===== src/rtl/audio_pkg.sv =====
// Shared audio-path constants, sample type and I2S slot classification helper.
package audio_pkg;

    localparam int PCM_W                = 16;
    localparam int I2S_SLOT_BITS        = 32;
    localparam int I2S_FRAME_BITS       = 64;
    localparam int I2S_BCLK_DIV_DEFAULT = 20;

    typedef logic signed [PCM_W-1:0] pcm_sample_t;

    typedef enum logic [1:0] {
        SLOT_PAD   = 2'd0,
        SLOT_LEFT  = 2'd1,
        SLOT_RIGHT = 2'd2
    } slot_kind_t;

    // Position b within a 64-bit frame carries a sample bit when its slot
    // offset (b mod 32) lies in 1..w; the upper half of the frame is right.
    function automatic slot_kind_t slot_kind(input logic [5:0] b, input int unsigned w);
        logic [4:0] pos;
        pos = b[4:0];
        if ((pos != 5'd0) && (32'(pos) <= w)) begin
            return b[5] ? SLOT_RIGHT : SLOT_LEFT;
        end
        return SLOT_PAD;
    endfunction

endpackage


===== src/rtl/pcm_i2s_tx_if.sv =====
// PCM sample bus from the decimators into the I2S transmitter.
interface pcm_i2s_tx_if
    import audio_pkg::*;
#(
    parameter int W = PCM_W
);
    logic                pcm_valid;
    logic signed [W-1:0] pcm_left;
    logic signed [W-1:0] pcm_right;

    modport master (
        output pcm_valid,
        output pcm_left,
        output pcm_right
    );

    modport slave (
        input pcm_valid,
        input pcm_left,
        input pcm_right
    );
endinterface


===== src/rtl/i2s_bclk_gen.sv =====
// I2S bit-clock divider: bclk register plus one-cycle rise/fall strobes that
// coincide with the clk edge on which bclk toggles.
module i2s_bclk_gen #(
    parameter int BCLK_DIV = 20
) (
    input  logic clk,
    input  logic rst,
    output logic bclk,
    output logic bclk_rise,
    output logic bclk_fall
);
    localparam int DW = (BCLK_DIV > 1) ? $clog2(BCLK_DIV) : 1;
    localparam logic [DW-1:0] TC = DW'(BCLK_DIV - 1);

    logic [DW-1:0] div_cnt;
    logic          tc;

    assign tc        = (div_cnt == TC);
    assign bclk_rise = tc & ~bclk;
    assign bclk_fall = tc & bclk;

    always_ff @(posedge clk) begin
        if (rst) begin
            div_cnt <= '0;
            bclk    <= 1'b0;
        end else if (tc) begin
            div_cnt <= '0;
            bclk    <= ~bclk;
        end else begin
            div_cnt <= div_cnt + DW'(1);
        end
    end

endmodule


===== src/rtl/pcm_i2s_tx.sv =====
// Stereo Philips-I2S transmitter with one-sample double buffering.
// Define I2S_TX_STATUS_EN to implement the sticky underrun/overrun flags.
module pcm_i2s_tx
    import audio_pkg::*;
#(
    parameter int W        = PCM_W,
    parameter int BCLK_DIV = I2S_BCLK_DIV_DEFAULT
) (
    input  logic        clk,
    input  logic        rst,
    pcm_i2s_tx_if.slave pcm,
    output logic        bclk,
    output logic        lrclk,
    output logic        sdata,
    output logic        frame_start,
    output logic        underrun,
    output logic        overrun
);
    localparam int CW = $clog2(I2S_FRAME_BITS);

    logic                bclk_rise;
    logic                bclk_fall;
    logic [CW-1:0]       bit_cnt;
    logic [CW-1:0]       b_next;
    logic                load;
    logic                next_bit;
    logic                next_bit_d;
    logic signed [W-1:0] stage_l;
    logic signed [W-1:0] stage_r;
    logic signed [W-1:0] shift_l;
    logic signed [W-1:0] shift_r;
    logic [W-1:0]        sel_l;
    logic [W-1:0]        sel_r;
    logic [4:0]          bit_idx;
    slot_kind_t          kind;

    i2s_bclk_gen #(
        .BCLK_DIV (BCLK_DIV)
    ) u_bclk_gen (
        .clk       (clk),
        .rst       (rst),
        .bclk      (bclk),
        .bclk_rise (bclk_rise),
        .bclk_fall (bclk_fall)
    );

    // The bit for the next slot is picked on the preceding rise and only
    // registered onto sdata at the fall; the shifter never changes in between
    // except at a load, whose slot is always padding.
    always_comb begin
        b_next     = bit_cnt + CW'(1);
        load       = bclk_fall && (b_next == '0);
        kind       = slot_kind(b_next, W);
        bit_idx    = 5'(W) - b_next[4:0];
        sel_l      = shift_l >> bit_idx;
        sel_r      = shift_r >> bit_idx;
        next_bit_d = 1'b0;
        case (kind)
            SLOT_LEFT:  next_bit_d = sel_l[0];
            SLOT_RIGHT: next_bit_d = sel_r[0];
            default:    next_bit_d = 1'b0;
        endcase
    end

    always_ff @(posedge clk) begin
        if (rst) begin
            bit_cnt     <= '1;
            lrclk       <= 1'b1;
            sdata       <= 1'b0;
            frame_start <= 1'b0;
            next_bit    <= 1'b0;
            stage_l     <= '0;
            stage_r     <= '0;
            shift_l     <= '0;
            shift_r     <= '0;
        end else begin
            frame_start <= load;
            if (bclk_rise) begin
                next_bit <= next_bit_d;
            end
            if (bclk_fall) begin
                bit_cnt <= b_next;
                lrclk   <= (int'(b_next) >= I2S_SLOT_BITS);
                sdata   <= next_bit;
            end
            // Without a fresh sample the staging registers still hold the last
            // loaded pair, so an unconditional load resends the previous frame.
            if (load) begin
                shift_l <= stage_l;
                shift_r <= stage_r;
            end
            if (pcm.pcm_valid) begin
                stage_l <= pcm.pcm_left;
                stage_r <= pcm.pcm_right;
            end
        end
    end

`ifdef I2S_TX_STATUS_EN
    logic staged;

    always_ff @(posedge clk) begin
        if (rst) begin
            staged   <= 1'b0;
            underrun <= 1'b0;
            overrun  <= 1'b0;
        end else begin
            if (pcm.pcm_valid) begin
                staged <= 1'b1;
            end else if (load) begin
                staged <= 1'b0;
            end
            if (load && !staged) begin
                underrun <= 1'b1;
            end
            if (pcm.pcm_valid && staged && !load) begin
                overrun <= 1'b1;
            end
        end
    end
`else
    assign underrun = 1'b0;
    assign overrun  = 1'b0;
`endif

endmodule


===== src/flat_wrapper.sv =====
// flat-port wrapper written by rule: the top's interface ports become plain ports
module pcm_i2s_tx_flat import audio_pkg::*;
#(
    parameter int W        = PCM_W,
    parameter int BCLK_DIV = I2S_BCLK_DIV_DEFAULT
)
  (clk, rst, bclk, lrclk, sdata, frame_start, underrun, overrun, pcm_pcm_valid, pcm_pcm_left, pcm_pcm_right);
  pcm_i2s_tx_if #(.W(W)) pcm_i ();
  input  logic clk;
  input  logic rst;
  output logic bclk;
  output logic lrclk;
  output logic sdata;
  output logic frame_start;
  output logic underrun;
  output logic overrun;
  input wire logic [$bits(pcm_i.pcm_valid)-1:0] pcm_pcm_valid;
  input wire logic [$bits(pcm_i.pcm_left)-1:0] pcm_pcm_left;
  input wire logic [$bits(pcm_i.pcm_right)-1:0] pcm_pcm_right;
  assign pcm_i.pcm_valid = pcm_pcm_valid;
  assign pcm_i.pcm_left = pcm_pcm_left;
  assign pcm_i.pcm_right = pcm_pcm_right;
  pcm_i2s_tx #(.W(W), .BCLK_DIV(BCLK_DIV)) u_core (.clk(clk), .rst(rst), .pcm(pcm_i), .bclk(bclk), .lrclk(lrclk), .sdata(sdata), .frame_start(frame_start), .underrun(underrun), .overrun(overrun));
endmodule

===== config.mk =====
export PLATFORM = sky130hd
export DESIGN_NAME = pcm_i2s_tx_flat
export DESIGN_NICKNAME = d
export VERILOG_FILES = /design/src/rtl/audio_pkg.sv /design/src/rtl/pcm_i2s_tx_if.sv /design/src/rtl/i2s_bclk_gen.sv /design/src/rtl/pcm_i2s_tx.sv /design/src/flat_wrapper.sv
export SDC_FILE = /design/constraint.sdc
export NUM_CORES = 1
export LEC_CHECK = 0
export ABC_AREA = 1
export CAP_MARGIN = 0
export CORE_MARGIN = 2
export CORE_UTILIZATION = 47
export DETAILED_ROUTE_END_ITERATION = 8
export MAX_ROUTING_LAYER = met4
export PLACE_DENSITY = 0.69
export SYNTH_ARGS = -nofsm -noshare
export SYNTH_HDL_FRONTEND = slang
export SYNTH_SLANG_ARGS = --single-unit

===== constraint.sdc =====
create_clock -name clk -period 2.7 [get_ports clk]
set_clock_uncertainty 0.1 [all_clocks]
set_input_delay 0.27 -clock clk [delete_from_list [all_inputs] [get_ports clk]]
set_output_delay 0.27 -clock clk [all_outputs]
set_load 0.1 [all_outputs]

### Yosys cells after proc, flatten, opt, wreduce, memory -nomap -nowiden

Cells that the tools add are included.

* register bits after elaboration: 80
* output and inout bits: 6

* bitwise gates (word level): 3
* mux-type cells: 5
* shift-type cells: 2
* reduce and logical (&&, ||, !) cells: 5
* order comparisons: 2
* equal/unequal tests: 3
* $add $sub $neg: 3

Operator list (count)
* right shift 16 x 5 -> 1 bit: 2
* adder 6 x 1 -> 6 bit (second input constant): 1
* greater-or-equal comparator 6 bit (second input constant): 1
* zero test 6 bit: 1
* 2-to-1 mux 2 bit: 3
* adder 5 x 1 -> 5 bit (second input constant): 1
* equality test 5 bit (second input constant): 1
* <= comparator 5 bit (second input constant): 1
* nonzero test 5 bit: 1
* subtractor 5 bit (first input constant): 1
* AND 1 bit: 2
* equality test 2 x 1 -> 1 bit (second input constant): 1
* equality test 2 bit (second input constant): 1
* logical AND 1 bit: 2
* case mux 1 bit (2 select lines): 1
* OR reduction 2 bit: 1
* 2-to-1 mux 1 bit: 1
* inverter 1 bit: 1

### Logic depth before layout (Yosys ltp)

Gate-level depths: netlist of run 1.

* depth in word-level cells: 7
* depth in mapped cells: 19

### By module

A second synthesis of run 1 with hierarchy kept.

* cells, all modules: 479
* area total of the unflattened synthesis: 3392.0 µm²

By module, submodules not included
* pcm_i2s_tx: times used 1, cells an instance 438, area each 3098.0 µm²
* i2s_bclk_gen: times used 1, cells an instance 41, area each 294.0 µm²

### Least setup slack after synthesis of run 1

OpenSTA, ideal clock, no wires.

* kind: reg2reg
* start: register u_core.u_bclk_gen.bclk
* end: register u_core.shift_l[0]
* library setup time: 0.116 ns
* slack: 0.426 ns
* cell stages (with the launch flop): 9
* data required time: 2.484 ns
* buffers on the path: 1
* data arrival time: 2.058 ns
* path through: dfxtp_1 > inv_1 > nor2_1 > inv_1 > nor3_1 > nand2_1 > clkbuf_1 > nor2_1 > nor2_1

* cells in the longest elaborated chain, start to end: 2

RTL lines
* start, declared: line i2s_bclk_gen.sv:8 `output logic bclk,`
* start signal, assigned: line i2s_bclk_gen.sv:28 `bclk <= ~bclk;`
* AND 1 bit: line i2s_bclk_gen.sv:20 `assign bclk_fall = tc & bclk;`
* logical AND 1 bit: line pcm_i2s_tx.sv:52 `load = bclk_fall && (b_next == '0);`
* end signal, assigned: line pcm_i2s_tx.sv:89 `shift_l <= stage_l;`
* end, declared: line pcm_i2s_tx.sv:30 `logic signed [W-1:0] shift_l;`

No other way between the ends.
A chain may end at the register's enable or synchronous reset.

### Worst setup path after layout of run 1

* start: register u_core.bit_cnt[1]
* end: register u_core.next_bit

* cells in the longest elaborated chain, start to end: 7
* elaborated cells between the ends (all ways): 14
* those cells by class: add/sub: 2; order compare: 1; eq/ne: 2; shift: 2; mux: 5; reduce/logical: 2

RTL lines
* start, declared: line pcm_i2s_tx.sv:23 `logic [CW-1:0] bit_cnt;`
* start signal, assigned: line pcm_i2s_tx.sv:82 `bit_cnt <= b_next;`
* adder 6 x 1 -> 6 bit *: line pcm_i2s_tx.sv:51 `b_next = bit_cnt + CW'(1);`
* branches (longest 5 deep; another with subtractor 5 bit)
* case mux 1 bit (2 select lines) *: line pcm_i2s_tx.sv:58 `case (kind)`
* end signal, assigned: line pcm_i2s_tx.sv:79 `next_bit <= next_bit_d;`
* end, declared: line pcm_i2s_tx.sv:26 `logic next_bit;`

Every way passes the cells marked *. The select of a mux whose other input is x is not followed.

==> results of run 1 <==
-- final cells by class --
type	count	area [µm²]
clock inverters	3	65.1
fillers	715	3090
well taps	99	124
repair buffers	46	430
flip-flops and latches	80	1600
multi-input cells	325	1540
inverters	37	140
clock buffers	13	149
-- layout by cell type, fill, tap and decap left out, drive strengths merged, types with 3 or more instances in the layout --
cell type	instances
a211oi	11
a21oi	15
buf	12
clkbuf	13
clkdlybuf4s50	34
dfxtp	80
inv	36
nand2	64
nand3	34
nand4	3
nor2	126
nor3	3
o21ai	60
-- stage by stage --
| stage | worst slack, ns | util, % | power [mW] | std cells |
|---|---|---|---|---|
| CTS | 0.266 | 56.5 | 2.35 | 602 |
| detailed placement | 0.280 | 53.5 | 1.40 | 586 |
| global placement | 0.373 | 53.5 | 1.40 | 586 |
| global route | 0.0122 | 56.7 | 2.42 | 603 |
| floorplan | 0.426 | - | 1.34 | 468 |
| finish | 0.271 | 56.7 | 2.33 | 603 |
-- cells by family (layout without fill, tap and decap cells) --
logic type	Yosys count	count (layout)
and+or+nand+nor	230	231
adders and majority gates	2	2
other	1	2
AOI/OAI and AO/OA	88	88
buffers and inverters	64	99
DFF	80	80
xor gates and xnor gates	2	2
-- power by group --
group	leakage, nW	switching [mW]	internal [mW]	total (mW)
registers	0.654	0.0162	1.22	1.23
clock network	0.108	0.405	0.546	0.952
logic	1.03	0.0740	0.0700	0.144
-- routing by layer --
layer	global-route usage (%)	share of wire (%)
met1	26.3	50
met2	32.7	45
met3	4.06	2.9
met4	7.46	1.9
met5	-	0
-- flip-flops by register name, summed over array words and instances (netlist names) --
name,cells
u_core.sdata,1
u_core.next_bit,1
u_core.shift_l,16
u_core.shift_r,16
u_core.bit_cnt,6
u_core.u_bclk_gen.bclk,1
u_core.frame_start,1
u_core.lrclk,1
u_core.stage_l,16
u_core.stage_r,16
u_core.u_bclk_gen.div_cnt,5
-- final timing paths --
path	end	slack [ns]	depth (start not counted)
max	u_core.next_bit$_SDFFE_PP0P_	0.27	18
min	u_core.stage_r[6]$_SDFFE_PP0P_	0.36	2
max reg2reg	u_core.next_bit$_SDFFE_PP0P_	0.27	18
min reg2reg	u_core.stage_r[6]$_SDFFE_PP0P_	0.36	2
-- critical path, stage by stage (launching register included) --
cell and delay, ns:
dfxtp_1 0.44, ha_1 0.26, nand2_2 0.07, clkinv_2 0.09, nand3_2 0.06, nand2_2 0.14
nor2_2 0.08, nor2_4 0.27, nand2_2 0.19, nand2_1 0.11, nand3_1 0.08, nand2_1 0.08
inv_1 0.04, nand2_1 0.05, nand2_1 0.04, nand2_1 0.06, nand2_1 0.04, nand2_1 0.07
a21oi_2 0.05
-- what timing repair did --
action,in CTS,in global routing
endpoints found under the setup margin,0,1
endpoints found under the hold margin,0,0
gates resized for setup,0,1
buffers inserted,0,0
==> results by group, run 1 <==
Synth
  • Post-Syn Area per Cell: 7.28 µm²
  • Post-synthesis adder-cell area fraction: 0.736%
  • Synth Area in Compound Gates: 14.2%
  • Async S/R FF share, synth: 0%
  • Yosys reg bits: 80
  • Mux cell area share after synthesis: 0%
  • Most numerous cell in the Yosys netlist: nor2_1
  • Mapped cell area: 3400 µm²
  • Synth area leader: dfxtp_1
  • Ys Warns: 0
  • Synth top cells by count: nor2_1 (122), dfxtp_1 (80), nand2_1 (59)
  • Synth area leaders: dfxtp_1 (47%), nor2_1 (13%), o21ai_0 (7.9%)
  • Synth Area in XOR/XNOR: 0.515%
  • Syn Inst Count: 467
  • Number of enable flip-flop cells after synthesis: 0
  • Share of the synthesized area in the top cell type: 47.1%
  • Sequential area share after synthesis: 47.1%
  • Combinational family with the most area after synthesis: simple AND/OR/NAND/NOR gates
  • Simple-gate share of the synthesized area: 29.2%
  • Most common flop cell mapped by yosys: dfxtp_1
  • Distinct cell type count after synthesis: 33

Global routing
  • Largest net degree at the start of global routing: 58
  • Initial antenna violation count: 0
  • Vias in the first global route: 2759
  • Congestion Overflow GR: 0
  • Total track usage: 20.6%
  • Global-route wire length before repair: 12500 µm

Floorplanning
  • Die Width: 89.0 µm
  • Die Area: 7930 µm²
  • Die Ht: 89.0 µm
  • Placeable Area: 7140 µm²
  • Num ports: 41
  • Row count: 31
  • Starting density of the core: 47.6%

Timing
  • Max-Slew Margin vs Limit: 63.6%
  • Highest achievable clock rate: 0.412 GHz
  • Final Hold Vio Count: 0
  • Crit path time final: 2.43 ns
  • RSZ-0062 raised after global routing: false
  • Final max-slew violation count: 0
  • Total negative slack: 0 ns
  • Final setup vio count: 0
  • Worst-Margin Slew: 0.546 ns
  • Final Hold Slack: 0.358 ns
  • Tcrit/Tclk final: 90.0%

Final layout
  • Area growth syn-to-layout: 19.1%
  • Final instance area: 4050 µm²
  • Ant diodes: 0
  • Fin nets: 536
  • Share of cells above drive strength 1: 9.33%

Power
  • VDD IR max: 0.279 mV
  • Static Leak: 1.79 nW
  • Pwr dens: 575 nW/µm²

Worst setup path
  • Crit. End Element: flop
  • Critical path startpoint: u_core.bit_cnt[1]$_SDFFE_PP1P_
  • Crit path arrival time: 2.56 ns
  • Crit path required time: 2.83 ns
  • CP Class: reg -> reg
  • Worst r2r src: u_core.bit_cnt[1]$_SDFFE_PP1P_
  • Startpoint Class: flop
  • Crit Path Max Fanout: 13

Drt
  • Pre-antenna DRT Iters: 4
  • Routed WL per cell: 11.6 µm
  • Final WL: 6990 µm
  • Remaining DRCs: 0
  • Via count: 2946
  • Initial DRC Count: 116
  • DRT antenna net count: 0
  • Vias per cell: 4.89

CTS
  • Longest Clk Path Bufs: 2
  • H-tree Lvls: 3
  • Num CTS Buffers: 9
  • Worst-path clk slew: 0.07 ns
  • Clock Sinks: 80
  • CTS tree: yes
  • # hold bufs at CTS: 0
  • Skew-Pair Late Insertion Delay: 0.34 ns
  • Root buffer cell: clkbuf_8

Placed design
  • HPWL after DPL: 4840 µm
  • IO buf count: 38
  • Placement Cell Area: 3820 µm²
  • Final Wtd Congestion: 0.864

Job
  • Max-Cap Viols: 0

Status
  • Outcome: finished, final reports clean

Worst hold path
  • Hold/Removal Path Class: reg -> reg
  • Hold Path Origin: u_core.stage_r[6]$_SDFFE_PP0P_
(Power assumes the default switching activity.)
==> run 2, diff against run 1 <==
Settings changed: RECOVER_POWER from default to 50.
==> run 2 against run 1 <==
Clock power about the same. Global-route usage did not move. Register-to-register slack about the same. Count of clock-buffer cells in the layout unchanged. Largest power group unchanged.
==> results by group, run 2 (same netlist as run 1, synthesis figures left out) <==
Status
  • Outcome: finished, final reports clean

Timing
  • Crit path time final: 2.43 ns (+0.000652 ns)
  • Final Hold Vio Count: 0 (unchanged)
  • Worst-Margin Slew: 1.17 ns (+0.620 ns)
  • Highest achievable clock rate: 0.412 GHz (about the same)
  • Total negative slack: 0 ns (unchanged)
  • Final setup vio count: 0 (unchanged)
  • Tcrit/Tclk final: 90.0% (about the same)
  • RSZ-0062 raised after global routing: false
  • Final Hold Slack: 0.358 ns (+0.000336 ns)
  • Final max-slew violation count: 0 (unchanged)
  • Max-Slew Margin vs Limit: 22.6% (-41 points)

Worst setup path
  • Crit. End Element: flop
  • Reg-to-reg endpoint: u_core.next_bit$_SDFFE_PP0P_
  • Crit path to: u_core.next_bit$_SDFFE_PP0P_
  • Critical path startpoint: u_core.bit_cnt[1]$_SDFFE_PP1P_
  • Crit Path Max Fanout: 13 (unchanged)
  • CP Class: reg -> reg
  • Worst path slowest cell: dfxtp_1
  • Crit path required time: 2.83 ns (about the same)
  • Worst r2r src: u_core.bit_cnt[1]$_SDFFE_PP1P_
  • Startpoint Class: flop
  • Worst-path cell chain: ha_1 -> nand2_2 -> clkinv_2 -> nand3_2 -> nand2_2 -> nor2_2 -> nor2_4 -> nand2_2 -> nand2_1 -> nand3_1 -> nand2_1 -> inv_1 -> nand2_1 -> nand2_1 -> nand2_1 -> nand2_1 -> nand2_1 -> a21oi_2
  • Crit path arrival time: 2.56 ns (about the same)
  • Critical path's largest stage delay: 0.44 ns (about the same)
  • Worst R2R Setup Slack: 0.27 ns (about the same)
  • Worst r2r path cells: 18 (unchanged)
  • Crit-path most repeated cell: nand2_1

Final layout
  • Fillers: 726 (+1.5%)
  • Commonest non-fill, non-tap cells in the layout: nor2_1 (122), dfxtp_1 (80), nand2_1 (59)
  • Share of cells above drive strength 1: 8.33% (-0.99 points)
  • Area growth syn-to-layout: 18.5%
  • Ant diodes: 0 (unchanged)
  • Fin util: 56.4% (-0.30 points)
  • Fin nets: 536 (unchanged)
  • Most common cell after layout, fill and taps aside: nor2_1
  • Final instance area: 4030 µm² (-0.53%)

Global routing
  • Largest net degree at the start of global routing: 58 (unchanged)
  • Global-route wire length before repair: 12500 µm (unchanged)
  • Congestion Overflow GR: 0 (unchanged)
  • Vias in the first global route: 2759 (unchanged)
  • Initial antenna violation count: 0 (unchanged)
  • Total track usage: 20.6% (unchanged)

CTS
  • H-tree Lvls: 3 (unchanged)
  • CTS tree: yes
  • Longest Clk Path Bufs: 2 (unchanged)
  • Num CTS Buffers: 9 (unchanged)
  • Skew-Pair Late Insertion Delay: 0.34 ns (about the same)
  • Clock Sinks: 80 (unchanged)
  • Root buffer cell: clkbuf_8
  • Worst-path clk slew: 0.07 ns (about the same)

Drt
  • Vias per cell: 4.88 (about the same)
  • Pre-antenna DRT Iters: 4 (unchanged)
  • Remaining DRCs: 0 (unchanged)
  • Via count: 2944 (-0.068%)
  • DRT antenna net count: 0 (unchanged)
  • Final WL: 6990 µm (about the same)
  • Initial DRC Count: 116 (unchanged)
  • Routed WL per cell: 11.6 µm (about the same)

Floorplanning
  • Placeable Area: 7140 µm² (unchanged)
  • Die Ht: 89.0 µm (unchanged)
  • Num ports: 41 (unchanged)
  • Row count: 31 (unchanged)
  • Die Area: 7930 µm² (unchanged)
  • Starting density of the core: 47.6% (unchanged)
  • Die Width: 89.0 µm (unchanged)

Placed design
  • Placement Cell Area: 3820 µm² (unchanged)
  • HPWL after DPL: 4840 µm (unchanged)
  • Final Wtd Congestion: 0.864 (unchanged)
  • IO buf count: 38 (unchanged)

Power
  • Pwr dens: 578 nW/µm² (+0.51%)
  • Total chip power: 2.33 mW (about the same)
  • Static Leak: 1.77 nW (-1.1%)
  • VDD IR max: 0.279 mV (about the same)

Worst hold path
  • Hold/Removal Path Class: reg -> reg

Job
  • Max-Cap Viols: 0 (unchanged)
run 2: changes by cell type in the layout (fill, tap and decap cells not counted), sizes merged:
cell	before	now
dlygate4sd3	0	1
clkbuf	13	19
buf	12	6
clkdlybuf4s50	34	33
run 2: final cells by class:
type	instances	area (µm²)	area share [%]
well taps	99	124	3.08
clock inverters	3	65.1	1.62
inverters	37	140	3.48
flip-flops and latches	80	1600	39.8
clock buffers	13	149	3.70
multi-input cells	325	1540	38.2
repair buffers	46	409	10.2
run 2: routing by layer:
metal / GRT usage (%) / up-vias / part of all wire [%]
li1: - / 1558 / -
met1: 26.3 / 1326 / 50
met2: 32.7 / 47 / 45
met3: 4.06 / 13 / 3.0
met4: 7.46 / 0 / 1.9
met5: - / - / 0
run 2: power breakdown:
| part | internal, mW | total (mW) | leakage, nW | switching (mW) |
|---|---|---|---|---|
| clock network | 0.546 | 0.952 | 0.108 | 0.405 |
| logic | 0.0696 | 0.143 | 1.01 | 0.0739 |
| registers | 1.22 | 1.23 | 0.654 | 0.0162 |
| total | 1.83 | 2.33 | 1.77 | 0.495 |
run 2: worst min-delay path by stage:
stage                     slack, ns                                    start                                 endpoint  cells past startpoint
after floorplan                0.30                         pcm_pcm_left[15]          u_core.stage_l[15]$_SDFFE_PP0P_                      2
after global placement         0.33  u_core.u_bclk_gen.div_cnt[0]$_SDFF_PP0_  u_core.u_bclk_gen.div_cnt[0]$_SDFF_PP0_                      1
after detailed placement       0.35  u_core.u_bclk_gen.div_cnt[0]$_SDFF_PP0_  u_core.u_bclk_gen.div_cnt[0]$_SDFF_PP0_                      1
after CTS                      0.37          u_core.stage_r[10]$_SDFFE_PP0P_          u_core.stage_r[10]$_SDFFE_PP0P_                      2
after global routing           0.38           u_core.stage_r[9]$_SDFFE_PP0P_           u_core.shift_r[9]$_SDFFE_PP0P_                      2
final                          0.36           u_core.stage_r[6]$_SDFFE_PP0P_           u_core.stage_r[6]$_SDFFE_PP0P_                      2
run 2: timing repair:
item / CTS / global route
setup endpoints to repair: 0 / 1
resized for setup: 0 / 1
buffers inserted: 0 / 0
hold buffers: 0 / 0
run 2: worst max-delay path: cells and delay by family, from the launching register on:
family / cells / cell delay (ns)
and+or+nand+nor: 14 / 1.34
DFF: 1 / 0.44
adders and majority gates: 1 / 0.26
buffers and inverters: 2 / 0.13
AOI/OAI and AO/OA: 1 / 0.05
run 2: stage by stage:
step / setup WS (ns) / std cells
floorplan: 0.426 / 468
global placement: 0.373 / 586
detailed placement: 0.280 / 586
CTS: 0.266 / 602
global route: 0.0122 / 603
finish: 0.270 / 603
